$ cat src/rtl/mc_controller.sv
// mc_controller: multicycle control unit for a small ARM-style datapath.
// A Moore FSM steps each instruction through FETCH/DECODE and the memory,
// data-processing or branch paths. It also holds the NZCV flag register and
// evaluates the instruction's condition code against it.
//
// Ports
//   clk         rising-edge clock
//   reset       asynchronous, active-low
//   Instr       latched instruction from the datapath IR
//   ALUFlags    NZCV from the ALU (combinational)
//   PCWrite, MemWrite, RegWrite, IRWrite, RegWriteHi   write enables
//   AdrSrc, ALUSrcA, RegSrc, ALUSrcB, ResultSrc, ImmSrc datapath mux selects
//   ALUControl  ALU operation
//   IsMovt, IsMovm  move-immediate qualifiers, held DECODE..ALUWB
module mc_controller (
    input  logic        clk,
    input  logic        reset,
    input  logic [31:0] Instr,
    input  logic [3:0]  ALUFlags,
    output logic        PCWrite,
    output logic        MemWrite,
    output logic        RegWrite,
    output logic        IRWrite,
    output logic        RegWriteHi,
    output logic        AdrSrc,
    output logic        ALUSrcA,
    output logic [1:0]  RegSrc,
    output logic [1:0]  ALUSrcB,
    output logic [1:0]  ResultSrc,
    output logic [1:0]  ImmSrc,
    output logic [3:0]  ALUControl,
    output logic        IsMovt,
    output logic        IsMovm
);

    typedef enum logic [3:0] {
        s_fetch, s_decode, s_memadr, s_memread, s_memwb,
        s_memwrite, s_executer, s_executei, s_aluwb, s_branch
    } state_t;

    state_t     state;
    logic [3:0] flags;
    logic       condex;

    logic [1:0] op;
    logic [3:0] cmd;
    logic       is_movt, is_movm, is_mul, is_long, is_cmp, cv_update;
    logic [3:0] alu_op;
    logic       in_exec, movx_window;
    logic       unused_instr_bits;

    assign op  = Instr[27:26];
    assign cmd = Instr[24:21];

    // MOVT (0x34) aliases the CMP-immediate encoding, so the move forms and
    // multiply are recognised before the plain data-processing command field.
    assign is_movt   = (Instr[27:20] == 8'h34);
    assign is_movm   = (Instr[27:20] == 8'h30);
    assign is_mul    = (op == 2'b00) && !Instr[25] && (Instr[7:4] == 4'b1001);
    assign is_long   = is_mul && Instr[23];
    assign is_cmp    = !is_movt && !is_movm && !is_mul && (cmd == 4'b1010);
    assign cv_update = !is_movt && !is_movm && !is_mul &&
                       ((cmd == 4'b0100) || (cmd == 4'b0010) || (cmd == 4'b1010));

    assign unused_instr_bits = ^{Instr[19:8], Instr[3:0]};

    always_comb begin
        alu_op = 4'b0000;
        if (is_movt)
            alu_op = 4'b1000;
        else if (is_movm)
            alu_op = 4'b1001;
        else if (is_mul)
            alu_op = Instr[23] ? (Instr[22] ? 4'b0110 : 4'b0101) : 4'b0100;
        else begin
            case (cmd)
                4'b0100: alu_op = 4'b0000;
                4'b0010: alu_op = 4'b0001;
                4'b1010: alu_op = 4'b0001;
                4'b0000: alu_op = 4'b0010;
                4'b1100: alu_op = 4'b0011;
                4'b1101: alu_op = 4'b0111;
                default: alu_op = 4'b0000;
            endcase
        end
    end

    // Flags are {N, Z, C, V}.
    always_comb begin
        case (Instr[31:28])
            4'b0000: condex = flags[2];
            4'b0001: condex = !flags[2];
            4'b0010: condex = flags[1];
            4'b0011: condex = !flags[1];
            4'b0100: condex = flags[3];
            4'b0101: condex = !flags[3];
            4'b0110: condex = flags[0];
            4'b0111: condex = !flags[0];
            4'b1000: condex = flags[1] && !flags[2];
            4'b1001: condex = !flags[1] || flags[2];
            4'b1010: condex = (flags[3] == flags[0]);
            4'b1011: condex = (flags[3] != flags[0]);
            4'b1100: condex = !flags[2] && (flags[3] == flags[0]);
            4'b1101: condex = flags[2] || (flags[3] != flags[0]);
            4'b1110: condex = 1'b1;
            default: condex = 1'b0;
        endcase
    end

    assign in_exec     = (state == s_executer) || (state == s_executei);
    assign movx_window = (state == s_decode) || in_exec || (state == s_aluwb);

    always_ff @(posedge clk or negedge reset) begin
        if (!reset) begin
            state <= s_fetch;
            flags <= '0;
        end else begin
            if (in_exec && condex && (Instr[20] || is_cmp)) begin
                flags[3:2] <= ALUFlags[3:2];
                if (cv_update)
                    flags[1:0] <= ALUFlags[1:0];
            end
            case (state)
                s_fetch:    state <= s_decode;
                s_decode: begin
                    case (op)
                        2'b01:   state <= s_memadr;
                        2'b00:   state <= Instr[25] ? s_executei : s_executer;
                        2'b10:   state <= s_branch;
                        default: state <= s_fetch;
                    endcase
                end
                s_memadr:   state <= Instr[20] ? s_memread : s_memwrite;
                s_memread:  state <= s_memwb;
                s_executer: state <= s_aluwb;
                s_executei: state <= s_aluwb;
                default:    state <= s_fetch;
            endcase
        end
    end

    always_comb begin
        PCWrite    = 1'b0;
        MemWrite   = 1'b0;
        RegWrite   = 1'b0;
        IRWrite    = 1'b0;
        RegWriteHi = 1'b0;
        AdrSrc     = 1'b0;
        ALUSrcA    = 1'b0;
        RegSrc     = '0;
        ALUSrcB    = '0;
        ResultSrc  = '0;
        ImmSrc     = '0;
        ALUControl = '0;
        IsMovt     = movx_window && is_movt;
        IsMovm     = movx_window && is_movm;
        case (state)
            s_fetch: begin
                IRWrite   = 1'b1;
                ALUSrcA   = 1'b1;
                ALUSrcB   = 2'b10;
                ResultSrc = 2'b10;
                PCWrite   = 1'b1;
            end
            s_decode: begin
                ALUSrcA   = 1'b1;
                ALUSrcB   = 2'b10;
                ResultSrc = 2'b10;
            end
            s_memadr: begin
                ALUSrcB = 2'b01;
                ImmSrc  = 2'b01;
            end
            s_memread: begin
                AdrSrc = 1'b1;
            end
            s_memwb: begin
                ResultSrc = 2'b01;
                RegWrite  = condex;
            end
            s_memwrite: begin
                AdrSrc   = 1'b1;
                RegSrc   = 2'b10;
                MemWrite = condex;
            end
            s_executer: begin
                ALUControl = alu_op;
            end
            s_executei: begin
                ALUSrcB    = 2'b01;
                ALUControl = alu_op;
            end
            s_aluwb: begin
                RegWrite   = condex && !is_cmp;
                RegWriteHi = condex && is_long;
            end
            s_branch: begin
                RegSrc    = 2'b01;
                ALUSrcB   = 2'b01;
                ImmSrc    = 2'b10;
                ResultSrc = 2'b10;
                PCWrite   = condex;
            end
            default: ;
        endcase
        // Reset holds the FETCH selects but blocks every write.
        if (!reset) begin
            PCWrite    = 1'b0;
            MemWrite   = 1'b0;
            RegWrite   = 1'b0;
            IRWrite    = 1'b0;
            RegWriteHi = 1'b0;
        end
    end

endmodule

$ cat config.mk
export PLATFORM = sky130hd
export DESIGN_NAME = mc_controller
export DESIGN_NICKNAME = d
export VERILOG_FILES = /design/src/rtl/mc_controller.sv
export SDC_FILE = /design/constraint.sdc
export NUM_CORES = 1
export LEC_CHECK = 0
export ABC_CLOCK_PERIOD_IN_PS = 2800
export BUFFER_PORTS_ARGS = -buffer_cell sky130_fd_sc_hd__buf_2
export CAP_MARGIN = 20
export CORE_MARGIN = 1
export CORE_UTILIZATION = 35
export DETAILED_ROUTE_END_ITERATION = 12
export MAX_ROUTING_LAYER = met4
export PLACE_DENSITY_LB_ADDON = 0.08
export SYNTH_ARGS = -nofsm -noshare
export SYNTH_HDL_FRONTEND = slang
export SYNTH_SLANG_ARGS = --single-unit
export TNS_END_PERCENT = 5
$ cat constraint.sdc
create_clock -name clk -period 2.8 [get_ports clk]
set_input_delay 0.14 -clock clk [delete_from_list [all_inputs] [get_ports clk]]
set_output_delay 0.14 -clock clk [all_outputs]
set_load 0.005 [all_outputs]
# Word-level counts from Yosys, hierarchy flattened
# Index checks and enable logic that the tools add are counted.
dict set report totals {
  reg_bits 8
  latch_bits 0
  ram_bits 0
  mem_bits_ro 0
  output_inout_bits 21
  n_memories 0
}
dict set report op_classes {
  addsub 0
  n_mul 0
  div 0
  order_cmp 0
  n_eq_ne 35
  n_shift 0
  mux 28
  bitwise 0
  reduce_logical 43
}
# cell count
set op_table {}
lappend op_table {{$eq 4x4->1 const B} 13}
lappend op_table {{$eq 4x3->1 const B} 9}
lappend op_table {{$eq 4x2->1 const B} 5}
lappend op_table {{$pmux 4 s5} 1}
lappend op_table {{$eq 8x6->1 const B} 2}
lappend op_table {{$pmux 2 s2} 4}
lappend op_table {{$logic_and 1x1->1} 15}
lappend op_table {{$pmux 1 s15} 1}
lappend op_table {{$logic_not 4->1} 3}
lappend op_table {{$mux 4} 3}
lappend op_table {{$pmux 3 s4} 1}
lappend op_table {{$pmux 4 s3} 1}
lappend op_table {{$mux 1} 11}
lappend op_table {{$logic_not 1->1} 9}
lappend op_table {{$eq 4x1->1 const B} 2}
lappend op_table {{$logic_or 1x1->1} 8}
lappend op_table {{$reduce_or 2->1} 4}
lappend op_table {{$mux 3} 2}
lappend op_table {{$reduce_or 3->1} 2}
lappend op_table {{$mux 2} 2}
lappend op_table {{$pmux 1 s2} 2}
lappend op_table {{$eq 2x1->1 const B} 1}
lappend op_table {{$eq 2x2->1 const B} 1}
lappend op_table {{$logic_not 2->1} 1}
lappend op_table {{other kinds (3)} 3}

# Logic depth before layout (Yosys ltp)
dict set report depth {
  ltp_word 10
  mapped_depth 7
  mapped_depth_nobuf 6
}

# Worst setup path before layout
# Ideal clock, no wire load.
dict set report synth_path {
  kind {flip-flop to flip-flop}
  startpoint {register flags[3]}
  endpoint {register flags[0]}
  setup_time_ps 125
  t_arrival_ps 1924
  t_required_ps 2675
  slack_ps 751
  stages_incl_launch_ff 7
  n_path_buf 0
  synth_period_minus_slack_ps 2049
  path_cell_list {dfrtp_1 > xor2_1 > o22ai_1 > o221ai_1 > a211oi_2 > or4_4 > mux2_4}
}
dict set report synth_between {
  elab_chain_cells 6
  elab_cells_between_ends 9
  classes_between {2 x eq/ne; 1 x mux; 6 x reduce/logical}
}
# element line_no
set synth_lines {}
lappend synth_lines {{from (decl)} 42} ;# logic [3:0] flags;
lappend synth_lines {{from (signal assigned)} 119} ;# flags[3:2] <= ALUFlags[3:2];
lappend synth_lines {{$ne 1x1->1 or $eq 1x1->1 (tied branches)} --}
lappend synth_lines {{$logic_or 1x1->1 or $logic_and 1x1->1 (tied branches)} {104, 103}}
lappend synth_lines {{$pmux 1 s15 (*)} 90} ;# case (Instr[31:28])
lappend synth_lines {{$logic_and 1x1->1 (*) (2 in a row)} 118} ;# if (in_exec && condex && (Instr[20] || is_cmp)) begin
lappend synth_lines {{$reduce_and 2->1 (no source line) (*)} --}
# Every way passes the cells marked *; elsewhere a longest branch is shown, timed or not.
# A chain may end at the register's enable or synchronous reset.

# Worst setup path in the final report
dict set report layout_path {
  startpoint {register flags[0]}
  endpoint {output PCWrite}
}
dict set report layout_between {
  elab_chain_cells 5
  elab_cells_between_ends 8
  classes_between {2 x eq/ne; 3 x mux; 3 x reduce/logical}
}
# element line_no
set layout_lines {}
lappend layout_lines {{from (signal assigned)} 121} ;# flags[1:0] <= ALUFlags[1:0];
lappend layout_lines {{$ne 1x1->1 or $eq 1x1->1 (tied branches)} --}
lappend layout_lines {{$logic_or 1x1->1 or $logic_and 1x1->1 (tied branches)} {104, 103}}
lappend layout_lines {{$pmux 1 s15 (*)} 90}
lappend layout_lines {{$pmux 1 s2 (*)} 157} ;# case (state)
lappend layout_lines {{$mux 1 (*)} 207} ;# if (!reset) begin
lappend layout_lines {{to (decl)} 20} ;# output logic PCWrite,
# Marked as above.

==> impl_metrics.env <==
export IMPL_synth_cell_type_count=43
export IMPL_final_hold_violation_count=0
export IMPL_p_sw_share_pct=44.3
export IMPL_num_antenna_cells=0
export IMPL_p_total_mw=0.819
export IMPL_critPathMaxStageDelay_ps=410
export IMPL_routed_wl_mm=2.55
export IMPL_grt_usage_pct=19.8
export IMPL_cts_sinks=8
export IMPL_dieHeight_um=53.8
export IMPL_die_w_um=53.8
export IMPL_ys_ff_latch=8
export IMPL_first_iter_violations=31
export IMPL_r2r_start="flags[0]$_DFFE_PN0P_"
export IMPL_clk_latency_ps=250
export IMPL_coreArea_um2=2500
export IMPL_cp_required_ps=2660
export IMPL_cts_root_buffer="clkbuf_4"
export IMPL_grt_overflow=0
export IMPL_grt_antenna_before_repair=0
export IMPL_grt_pass1_vias=958
export IMPL_ant_nets=0
export IMPL_routed_via_density=5.36
export IMPL_numPortBuffers=42
export IMPL_setup_tns_ps=0
export IMPL_cts_resized_gates=0
export IMPL_maxSlewViolCount=0
export IMPL_final_cell_mix="buf_2 (42), nor2_1 (19), nand2b_1 (9)"
export IMPL_arrival_ps=2100
export IMPL_crit_path_max_fanout=4
export IMPL_grt_pass1_wl_mm=4.13
export IMPL_ys_seq_area_share_pct=21.3
export IMPL_slew_headroom_pct=51.0
export IMPL_final_cells=195
export IMPL_synth_cells=129
export IMPL_endpoint_kind="primary output"
export IMPL_cellLeakagePower_nw=0.564
export IMPL_syn_nets=167
export IMPL_grt_max_degree=13
export IMPL_synth_area_um2=940
export IMPL_holdWs_ps=123
export IMPL_cap_violations=0
export IMPL_internal_power_mw=0.456
export IMPL_final_common_cell="buf_2"
export IMPL_clock_path_buffers=2
export IMPL_worst_pin_slew_ps=729
export IMPL_p_clk_share_pct=10.6
export IMPL_period_share_pct=80.1
export IMPL_fin_crit_ps=2240
export IMPL_gp_congestion=0.812
export IMPL_synth_warnings=0
export IMPL_fmax_ghz=0.446
export IMPL_seqPwrFrac_pct=28.1
export IMPL_initial_core_util_pct=37.6
export IMPL_crit_slowest_cell="dfrtp_1"
export IMPL_layout_area_overhead_vs_synth_pct=25.6
export IMPL_min_from="ALUFlags[2]"
export IMPL_finalSetupViolations=0
export IMPL_status="completed"
export IMPL_peakVddDrop_mv=0.619
export IMPL_critPathKind="reg2out"
export IMPL_synth_avg_cell_area_um2=7.28
export IMPL_cts_buffers=3
export IMPL_crit_chain="xor2_1, o22ai_1, a221o_1, a211o_1, a31o_2, buf_2"
export IMPL_wire_per_inst_um=13.1
export IMPL_dieArea_um2=2900
export IMPL_rsz0062_at_grt="false"
export IMPL_vias=1045
export IMPL_clock_skew_ps=2.39
export IMPL_drive_gt1_share_pct=34.5
export IMPL_combinationalPowerShare_pct=61.3
export IMPL_start_kind="flop"
export IMPL_critical_path_startpoint="flags[0]$_DFFE_PN0P_"
export IMPL_dr_pass1_iters=6
export IMPL_drc_errors=0
export IMPL_rows=18
export IMPL_cts_tree="yes"
export IMPL_clkSlewWorstSetupHoldPaths_ps=50
export IMPL_htreeDepth=1
export IMPL_place_inst=191
export IMPL_io_pins=59
export IMPL_p_switching_mw=0.363
export IMPL_final_net_count=205
export IMPL_hp_class="in2reg"
export IMPL_p_per_area_nw_per_um2=694
export IMPL_dpl_hpwl_mm=2.01
cell type report:
| class | count | area [um^2] |
|---|---|---|
| clock buffer | 3 | 22.5 |
| fill | 261 | 1320 |
| inverter | 3 | 11.3 |
| multi-input combinational | 106 | 673 |
| sequential | 8 | 200 |
| tap | 30 | 37.5 |
| timing repair buffer | 45 | 235 |
power groups by stage:
stage               combinational (mW)  sequential, mW  clock (mW)
floorplan                        0.382           0.182           0
global placement                 0.500           0.231           0
detailed placement               0.503           0.231           0
CTS                              0.506           0.230      0.0909
global route                     0.567           0.240       0.100
finish                           0.502           0.230      0.0865
Yosys cell counts (all sizes together):
master	count	area share [%]
xor2	1	0.93
buf	3	2.1
a211o	1	0.93
and3	1	0.67
o22ai	5	3.3
mux2	5	6.8
nor2	19	7.6
nor2b	4	2.7
clkbuf	9	3.7
a41oi	1	0.93
or3	3	2.0
xnor2	2	1.9
or4	1	1.2
nand2b	9	6.0
and2	2	1.3
a31oi	5	3.3
and4bb	1	1.3
a211oi	2	2.1
inv	3	1.2
dfrtp	8	21
o21ai	3	1.6
nand4b	2	1.9
a41o	1	1.1
or2	2	1.3
nand3b	2	1.6
nand4	1	0.67
a21oi	7	3.7
nand3	2	1.1
a221o	1	1.1
mux2i	3	3.2
a31o	1	0.93
a22oi	1	0.80
nor4bb	1	1.1
nor3	7	3.7
nand2	8	3.2
o221ai	1	0.93
nor3b	1	0.80
routing by layer:
layer / vias up / track usage [%] / wire, um
met4: 0 / 2.19 / 0
li1: 544 / - / -
met2: 30 / 33.3 / 1230
met3: 0 / 4.52 / 112
met5: - / - / 0
met1: 471 / 24.5 / 1210
final timing paths:
| kind | end | slack [ps] | depth (start not counted) |
|---|---|---|---|
| max | PCWrite | 560 | 6 |
| min | flags[2]$_DFFE_PN0P_ | 120 | 2 |
| max reg2reg | flags[0]$_DFFE_PN0P_ | 590 | 6 |
| min reg2reg | state[3]$_DFF_PN0_ | 560 | 2 |
| max in group asynchronous | state[0]$_DFF_PN0_ | 2320 | 2 |
| min in group asynchronous | flags[2]$_DFFE_PN0P_ | 280 | 2 |
metrics by stage:
stage	util, %	instance area, um^2	setup WS, ps
final	47.2	1180	557
after global routing	47.2	1180	423
after CTS	47.2	1180	542
after detailed placement	45.9	1150	572
after global placement	45.9	1150	580
after floorplan	-	940	751
registers in the layout, summed over array words and instances, names as in the netlist:
signal,flops
flags,4
state,4
kinds of logic (layout without fill, tap and decap cells):
group           after synthesis  count (layout)  share of synthesized area [%]
compound gates               29              29                           20.8
xor+xnor                      3               3                           2.80
buf+inv                      15              51                           7.06
flops                         8               8                           21.3
mux                           8               8                           9.99
simple gates                 66              66                           38.1
worst max-delay path: cells and delay by family (launching register included):
kind                   cells  cell delay [ps]
XOR/XNOR                   1              260
buffers and inverters      1              120
flip-flops                 1              410
AO/OA/AOI/OAI              4             1070
repair_timing:
action,in CTS,in global routing
hold buffers,1,0
endpoints found under the hold margin,8,0
buffers inserted,0,0
endpoints found under the setup margin,0,0
No activity file was read; power rests on OpenSTA's default activity.
